[src/rtl/n1942_ctrl_pkg.sv]
// Shared types and helpers for the 1942 operator-control path:
// FSM state encoding, request bit positions and the grant priority order.
package n1942_ctrl_pkg;

  typedef enum logic [1:0] {
    POR    = 2'd0,
    IDLE   = 2'd1,
    ACTIVE = 2'd2,
    GAP    = 2'd3
  } state_t;

  localparam int REQ_COIN   = 0;
  localparam int REQ_START1 = 1;
  localparam int REQ_START2 = 2;
  localparam int REQ_RESET  = 3;

  typedef logic [3:0] req_t;

  // A duration of zero would make a state last forever or not at all,
  // so zero is promoted to the shortest meaningful length.
  function automatic int eff_ms(input int v);
    return (v < 1) ? 1 : v;
  endfunction

  // Highest-priority pending request: reset, then coin, start1, start2.
  // Caller guarantees at least one bit is set.
  function automatic logic [1:0] pick_req(input req_t r);
    if (r[REQ_RESET])
      return 2'(REQ_RESET);
    else if (r[REQ_COIN])
      return 2'(REQ_COIN);
    else if (r[REQ_START1])
      return 2'(REQ_START1);
    else
      return 2'(REQ_START2);
  endfunction

endpackage

[src/rtl/ms_timer.sv]
// Millisecond interval timer: a clk-cycle prescaler feeding a ms counter.
// done strobes for one cycle at the last cycle of each len_ms interval, so
// an interval started by restart lasts exactly len_ms*CLK_KHZ cycles.
module ms_timer
  import n1942_ctrl_pkg::*;
#(
  parameter int CLK_KHZ = 50000,
  parameter int MS_W    = 16
) (
  input  logic            clk,
  input  logic            rst_n,
  input  logic            restart,
  input  logic [MS_W-1:0] len_ms,
  output logic            done
);

  localparam int KHZ = eff_ms(CLK_KHZ);
  localparam int PRE_W = $clog2(KHZ + 1);
  localparam logic [PRE_W-1:0] PRE_LAST = PRE_W'(KHZ - 1);

  logic [PRE_W-1:0] r_pre;
  logic [MS_W-1:0]  r_ms;
  logic [MS_W-1:0]  w_last_ms;
  logic             w_tick;

  assign w_last_ms = (len_ms == '0) ? '0 : (len_ms - MS_W'(1));
  assign w_tick    = (r_pre == PRE_LAST);
  assign done      = w_tick && (r_ms >= w_last_ms);

  // Prescaler and ms counter; both return to zero on restart so the first
  // cycle after restart is cycle 0 of the new interval.
  always_ff @(posedge clk or negedge rst_n) begin
    if (!rst_n) begin
      r_pre <= '0;
      r_ms  <= '0;
    end else if (restart) begin
      r_pre <= '0;
      r_ms  <= '0;
    end else if (w_tick) begin
      r_pre <= '0;
      r_ms  <= (r_ms >= w_last_ms) ? '0 : (r_ms + MS_W'(1));
    end else begin
      r_pre <= r_pre + PRE_W'(1);
    end
  end

endmodule

[src/rtl/osd_cmd_sequencer.sv]
// Turns one-shot OSD/keyboard commands into timed, non-overlapping
// active-low pulses for the arcade core. Rising edges are latched into a
// pending set, granted one at a time by fixed priority, stretched to a
// fixed length and followed by a mandatory all-inactive gap.
module osd_cmd_sequencer
  import n1942_ctrl_pkg::*;
#(
  parameter int CLK_KHZ  = 50000,
  parameter int PULSE_MS = 100,
  parameter int GAP_MS   = 50,
  parameter int RESET_MS = 20
) (
  input  logic       clk,
  input  logic       rst_n,
  input  logic [3:0] req_osd,
  input  logic [3:0] req_kbd,
  output logic       coin_n,
  output logic       start1_n,
  output logic       start2_n,
  output logic       game_rst_n,
  output logic       busy,
  output logic [3:0] pend
);

  localparam int MS_W = 16;
  localparam logic [MS_W-1:0] PULSE_LEN = MS_W'(eff_ms(PULSE_MS));
  localparam logic [MS_W-1:0] GAP_LEN   = MS_W'(eff_ms(GAP_MS));
  localparam logic [MS_W-1:0] RESET_LEN = MS_W'(eff_ms(RESET_MS));
  localparam req_t ALL_REQ = 4'hF;
  localparam req_t ONE_REQ = 4'h1;

  req_t       w_req;
  req_t       w_rise;
  req_t       w_clr;
  req_t       r_req_q;
  req_t       r_pend;
  state_t     r_state;
  state_t     w_state_nxt;
  logic [1:0] r_grant;
  logic [1:0] w_grant_nxt;
  logic       w_restart;
  logic       w_done;
  logic [MS_W-1:0] w_len;
  logic       r_coin_n;
  logic       r_start1_n;
  logic       r_start2_n;
  logic       r_game_rst_n;
  logic       r_busy;

  assign w_req  = req_osd | req_kbd;
  assign w_rise = w_req & ~r_req_q;

  // One-cycle-old copy of the merged request levels for edge detection.
  always_ff @(posedge clk or negedge rst_n) begin
    if (!rst_n)
      r_req_q <= '0;
    else
      r_req_q <= w_req;
  end

  // Pending set: new rising edges are OR-ed in after the grant clear, so a
  // request arriving on the grant cycle survives.
  always_ff @(posedge clk or negedge rst_n) begin
    if (!rst_n)
      r_pend <= '0;
    else
      r_pend <= (r_pend & ~w_clr) | w_rise;
  end

  // Length of the interval currently being timed; IDLE does not care.
  always_comb begin
    w_len = GAP_LEN;
    case (r_state)
      POR:     w_len = RESET_LEN;
      ACTIVE:  w_len = (r_grant == 2'(REQ_RESET)) ? RESET_LEN : PULSE_LEN;
      GAP:     w_len = GAP_LEN;
      default: w_len = GAP_LEN;
    endcase
  end

  // Every state change starts a fresh interval.
  assign w_restart = (w_state_nxt != r_state);

  ms_timer #(
    .CLK_KHZ (CLK_KHZ),
    .MS_W    (MS_W)
  ) u_timer (
    .clk     (clk),
    .rst_n   (rst_n),
    .restart (w_restart),
    .len_ms  (w_len),
    .done    (w_done)
  );

  // Sequencing decisions: grant from IDLE, leave timed states on done.
  always_comb begin
    w_state_nxt = r_state;
    w_grant_nxt = r_grant;
    w_clr       = '0;
    case (r_state)
      POR: begin
        if (w_done)
          w_state_nxt = GAP;
      end
      IDLE: begin
        if (|r_pend) begin
          w_state_nxt = ACTIVE;
          w_grant_nxt = pick_req(r_pend);
          if (w_grant_nxt == 2'(REQ_RESET))
            w_clr = ALL_REQ;
          else
            w_clr = ONE_REQ << w_grant_nxt;
        end
      end
      ACTIVE: begin
        if (w_done)
          w_state_nxt = GAP;
      end
      GAP: begin
        if (w_done)
          w_state_nxt = IDLE;
      end
      default: w_state_nxt = POR;
    endcase
  end

  // State and granted request index.
  always_ff @(posedge clk or negedge rst_n) begin
    if (!rst_n) begin
      r_state <= POR;
      r_grant <= 2'(REQ_COIN);
    end else begin
      r_state <= w_state_nxt;
      r_grant <= w_grant_nxt;
    end
  end

  // Outputs are registered from the next state so they change on the same
  // edge as the state itself.
  always_ff @(posedge clk or negedge rst_n) begin
    if (!rst_n) begin
      r_coin_n     <= 1'b1;
      r_start1_n   <= 1'b1;
      r_start2_n   <= 1'b1;
      r_game_rst_n <= 1'b0;
      r_busy       <= 1'b1;
    end else begin
      r_coin_n     <= !((w_state_nxt == ACTIVE) && (w_grant_nxt == 2'(REQ_COIN)));
      r_start1_n   <= !((w_state_nxt == ACTIVE) && (w_grant_nxt == 2'(REQ_START1)));
      r_start2_n   <= !((w_state_nxt == ACTIVE) && (w_grant_nxt == 2'(REQ_START2)));
      r_game_rst_n <= !((w_state_nxt == POR) ||
                        ((w_state_nxt == ACTIVE) && (w_grant_nxt == 2'(REQ_RESET))));
      r_busy       <= (w_state_nxt != IDLE);
    end
  end

  assign coin_n     = r_coin_n;
  assign start1_n   = r_start1_n;
  assign start2_n   = r_start2_n;
  assign game_rst_n = r_game_rst_n;
  assign busy       = r_busy;
  assign pend       = r_pend;

endmodule

[config.mk]
export PLATFORM = sky130hd
export DESIGN_NAME = osd_cmd_sequencer
export DESIGN_NICKNAME = d
export VERILOG_FILES = /design/src/rtl/n1942_ctrl_pkg.sv /design/src/rtl/ms_timer.sv /design/src/rtl/osd_cmd_sequencer.sv
export SDC_FILE = /design/constraint.sdc
export NUM_CORES = 1
export LEC_CHECK = 0
export BUFFER_PORTS_ARGS = -buffer_cell sky130_fd_sc_hd__buf_2
export CELL_PAD_IN_SITES_DETAIL_PLACEMENT = 2
export CELL_PAD_IN_SITES_GLOBAL_PLACEMENT = 2
export CORE_MARGIN = 2
export CORE_UTILIZATION = 35
export CTS_CLUSTER_DIAMETER = 150
export CTS_CLUSTER_SIZE = 10
export DETAILED_ROUTE_END_ITERATION = 10
export GPL_ROUTABILITY_DRIVEN = 0
export PLACE_DENSITY_LB_ADDON = 0.25
export SKIP_LAST_GASP = 1
export SYNTH_ARGS = -nofsm -noshare
export SYNTH_HDL_FRONTEND = slang
export SYNTH_SLANG_ARGS = --single-unit
[constraint.sdc]
create_clock -name clk -period 2.3 [get_ports clk]
set_input_delay 0.345 -clock clk [delete_from_list [all_inputs] [get_ports clk]]
set_output_delay 0.345 -clock clk [all_outputs]
set_load 0.02 [all_outputs]
==> impl_results.html <==
<table>
<tr><th>Metric</th><th>Value</th></tr>
<tr><th colspan="2">Worst setup path</th></tr>
<tr><td>Max Fanout on Critical Path</td><td>4</td></tr>
<tr><td>Path type of the worst setup path</td><td>reg -&gt; reg</td></tr>
<tr><td>Kind of capture point of the worst setup path</td><td>flip-flop</td></tr>
<tr><td>Launch instance of the worst register-to-register path</td><td>r_state[0]</td></tr>
<tr><td>Required arrival time at the worst endpoint</td><td>2.54 ns</td></tr>
<tr><td>CP Data Arrival Time</td><td>2.37 ns</td></tr>
<tr><td>Critical R2R Capture</td><td>u_timer.r_ms[0]</td></tr>
<tr><td>Startpoint kind of the worst setup timing path</td><td>flip-flop</td></tr>
<tr><td>Cell count of the worst reg-to-reg path</td><td>8</td></tr>
<tr><td>Worst setup path start</td><td>r_state[0]</td></tr>
<tr><td>Register-to-register setup slack</td><td>0.17 ns</td></tr>
<tr><td>Worst setup path endpoint</td><td>u_timer.r_ms[0]</td></tr>
<tr><th colspan="2">Clocking</th></tr>
<tr><td>Root cell of the clock tree</td><td>clkbuf_8</td></tr>
<tr><td>Max Root-Sink Buffers</td><td>2</td></tr>
<tr><td>Clock-pin slew on the worst setup and hold paths</td><td>0.09 ns</td></tr>
<tr><td>CTS buffer count</td><td>5</td></tr>
<tr><td>CTS Hold Buffers Added</td><td>0</td></tr>
<tr><td>H-tree lvl count</td><td>2</td></tr>
<tr><td>Insertion delay to the later sink of the worst-skew pair</td><td>0.31 ns</td></tr>
<tr><td>CTS tree</td><td>built</td></tr>
<tr><td>Total clock sinks</td><td>49</td></tr>
<tr><th colspan="2">Final layout</th></tr>
<tr><td>Final-stage net count</td><td>292</td></tr>
<tr><td>Antenna diode count</td><td>0</td></tr>
<tr><td>Post-layout util</td><td>40.5%</td></tr>
<tr><td>Post-Layout Inst Area</td><td>2740 um2</td></tr>
<tr><td>Synthesis-to-finish area growth</td><td>12.9%</td></tr>
<tr><td>Fraction of final layout cells sized beyond drive strength 1</td><td>19.3%</td></tr>
<tr><td>Fillcell total</td><td>783</td></tr>
<tr><th colspan="2">Logic synthesis</th></tr>
<tr><td>Dominant cell by count in the synthesized netlist</td><td>dfrtp_1</td></tr>
<tr><td>Dominant register cell in the synthesized netlist</td><td>dfrtp_1</td></tr>
<tr><td>Count of distinct cell types in the synthesized netlist</td><td>42</td></tr>
<tr><td>YS warnings</td><td>0</td></tr>
<tr><td>Post-synthesis instance area</td><td>2420 um2</td></tr>
<tr><td>Post-synth top cells</td><td>dfrtp_1, nor2_1, nand2_1</td></tr>
<tr><td>Avg Inst Size Synth</td><td>9.81 um2</td></tr>
<tr><td>Count of flip-flops with a built-in enable after synthesis</td><td>0</td></tr>
<tr><td>Ranking of synthesized cells by area</td><td>dfrtp_1, nor2_1, dfstp_2</td></tr>
<tr><td>Register bit total from synthesis</td><td>49</td></tr>
<tr><td>Fraction of registers with async set or reset after synthesis</td><td>100%</td></tr>
<tr><td>Post-Synthesis Net Count</td><td>265</td></tr>
<tr><td>Largest area contributor in the synthesized netlist</td><td>dfrtp_1</td></tr>
<tr><td>Share of Yosys cell area claimed by the top area cell type</td><td>46.5%</td></tr>
<tr><td>Portion of the post-synthesis area used by sequential elements</td><td>50.8%</td></tr>
<tr><td>Number of instances in the synthesized netlist</td><td>247</td></tr>
<tr><th colspan="2">STA</th></tr>
<tr><td>Finish-stage setup viols</td><td>0</td></tr>
<tr><td>Number of endpoints with negative hold slack in the final report</td><td>0</td></tr>
<tr><td>Worst clock skew</td><td>0.00988 ns</td></tr>
<tr><td>Headroom to the max-slew limit</td><td>57.0%</td></tr>
<tr><td>Transition time at the pin with the least slew margin</td><td>0.645 ns</td></tr>
<tr><td>Highest attainable clock frequency</td><td>0.469 GHz</td></tr>
<tr><td>Final worst-path setup slack</td><td>0.167 ns</td></tr>
<tr><td>Min cycle time layout</td><td>2.13 ns</td></tr>
<tr><td>Period Utilization, post-route</td><td>92.7%</td></tr>
<tr><td>Worst hold margin</td><td>0.132 ns</td></tr>
<tr><td>Final max-slew violation count</td><td>0</td></tr>
<tr><th colspan="2">Drt</th></tr>
<tr><td>Via count</td><td>1925</td></tr>
<tr><td>Routed length per placed instance</td><td>17.6 um</td></tr>
<tr><td>Drt first-iter violations</td><td>39</td></tr>
<tr><td>Average vias per placed instance</td><td>5.42</td></tr>
<tr><td>Router iterations before antenna repair</td><td>4</td></tr>
<tr><td>DRT antenna net count</td><td>0</td></tr>
<tr><td>Total detailed-routing wirelength</td><td>6.25 mm</td></tr>
<tr><td>DRC violations left</td><td>0</td></tr>
<tr><th colspan="2">Die</th></tr>
<tr><td>Area of the die</td><td>7610 um2</td></tr>
<tr><td>Height of the die</td><td>87.2 um</td></tr>
<tr><td>Std cell rows</td><td>30</td></tr>
<tr><td>Area of the core region</td><td>6760 um2</td></tr>
<tr><td># IOs</td><td>19</td></tr>
<tr><td>Die X</td><td>87.2 um</td></tr>
<tr><td>Starting Density</td><td>35.9%</td></tr>
<tr><th colspan="2">Place</th></tr>
<tr><td>Post-placement setup slack</td><td>0.0826 ns</td></tr>
<tr><td>IO buf count</td><td>18</td></tr>
<tr><td>Total placed instance area</td><td>2640 um2</td></tr>
<tr><td>Detailed placer's ending HPWL</td><td>4.60 mm</td></tr>
<tr><th colspan="2">Global routing</th></tr>
<tr><td>Vias in the first global route</td><td>2083</td></tr>
<tr><td>Global-route wire length before repair</td><td>10.7 mm</td></tr>
<tr><td>Overflow left after global routing</td><td>0</td></tr>
<tr><td>Number of antenna violations at the first check in global routing</td><td>0</td></tr>
<tr><td>Overall track demand over capacity in global routing</td><td>18.2%</td></tr>
<tr><td>Largest net degree at the start of global routing</td><td>50</td></tr>
<tr><th colspan="2">Power</th></tr>
<tr><td>Overall power consumption</td><td>1.41 mW</td></tr>
<tr><td>Worst vdd rail ir drop</td><td>281 uV</td></tr>
<tr><td>Power density over the cells</td><td>514 nW/um2</td></tr>
<tr><td>P_leak</td><td>1.24 nW</td></tr>
<tr><th colspan="2">Min path</th></tr>
<tr><td>Path class of the lowest-slack min-delay path</td><td>in -&gt; async</td></tr>
<tr><th colspan="2">Run</th></tr>
<tr><td>MaxCap Viol Count</td><td>0</td></tr>
<tr><th colspan="2">Status</th></tr>
<tr><td>Run status</td><td>complete, no violations</td></tr>
</table>
[per-layer routing]
layer,GRT usage (%),routed length (um),vias to the layer above
met5,0,0,-
met4,4.62,70,0
met3,3.70,111,6
met2,29.7,3030,11
met1,24.7,3040,990
li1,-,-,918
[state kept, by name, indices dropped and copies added (netlist names)]
signal and cells:
busy 1, coin_n 1, game_rst_n 1, pend 4, r_grant 2, r_req_q 4
r_state 2, start1_n 1, start2_n 1, u_timer.r_ms 16, u_timer.r_pre 16
[power breakdown]
| part | internal (mW) | total, mW | switching [mW] |
|---|---|---|---|
| Combinational | 0.0116 | 0.0390 | 0.0275 |
| Sequential | 0.865 | 0.865 | 0.000697 |
| Clock | 0.212 | 0.502 | 0.291 |
| Total | 1.09 | 1.41 | 0.319 |
[kinds of logic after synthesis]
family / after synthesis / share of synthesized area [%]
AO/OA/AOI/OAI: 39 / 10.8
XOR/XNOR: 14 / 5.06
adder cells (fa/ha/maj): 8 / 4.13
buffers and inverters: 15 / 2.53
flip-flops: 49 / 50.8
other: 1 / 0.155
AND/OR/NAND/NOR: 121 / 26.5
[area by class of cell]
cell class,instances,area [um2],area share (%)
multi-input cells,183,1140,41.5
clock buffers,6,72.6,2.65
clock inverters,2,10.0,0.366
well taps,80,100,3.66
repair buffers,26,150,5.49
flip-flops and latches,49,1230,45.1
inverters,9,33.8,1.24
[timing repair]
item | in CTS | in global routing
resized for setup | 0 | 3
setup buffers | 0 | 1
setup endpoints to repair | 0 | 10
[cells in the final DEF (no fill, tap or decap), drive strengths merged]
cell type	count
clkbuf	6
nand2	23
and4	1
dfstp	4
a211oi	1
a21oi	7
a31oi	8
nor3	7
conb	1
or3	2
or2	3
nand3	12
ha	8
o21a	3
nor2b	2
o21ai	14
a22o	1
nor4b	1
a2111oi	1
o211a	1
xnor2	7
and4bb	2
nor4	5
o22ai	1
xor2	7
dfrtp	45
nand4	9
o211ai	1
and3	13
inv	9
nor2	38
buf	26
nand2b	3
a22oi	1
clkinv	2
[worst min path at each step]
stage / endpoint / slack, ns / from
floorplan: game_rst_n / 0.05 / rst_n
global placement: pend[0] / 0.42 / r_req_q[0]
detailed placement: pend[0] / 0.44 / r_req_q[0]
CTS: u_timer.r_ms[4] / 0.16 / rst_n
global route: u_timer.r_ms[4] / 0.18 / rst_n
finish: u_timer.r_ms[12] / 0.13 / rst_n
[stage by stage]
| stage | std cells | TNS (ns) |
|---|---|---|
| after global placement | 346 | 0 |
| after global routing | 355 | -0.0222 |
| after CTS | 354 | 0 |
| after floorplan | 247 | 0 |
| after detailed placement | 346 | 0 |
| final | 355 | 0 |
[worst max-delay path, cell delays in order (launching register included)]
cell,delay (ns)
dfrtp_1,0.39
nand2b_1,0.15
nand2b_1,0.16
ha_1,0.18
a211oi_1,0.23
o211a_1,0.28
nand3_1,0.14
or3_1,0.39
a21oi_2,0.14
No activity file was read; power rests on OpenSTA's default activity.
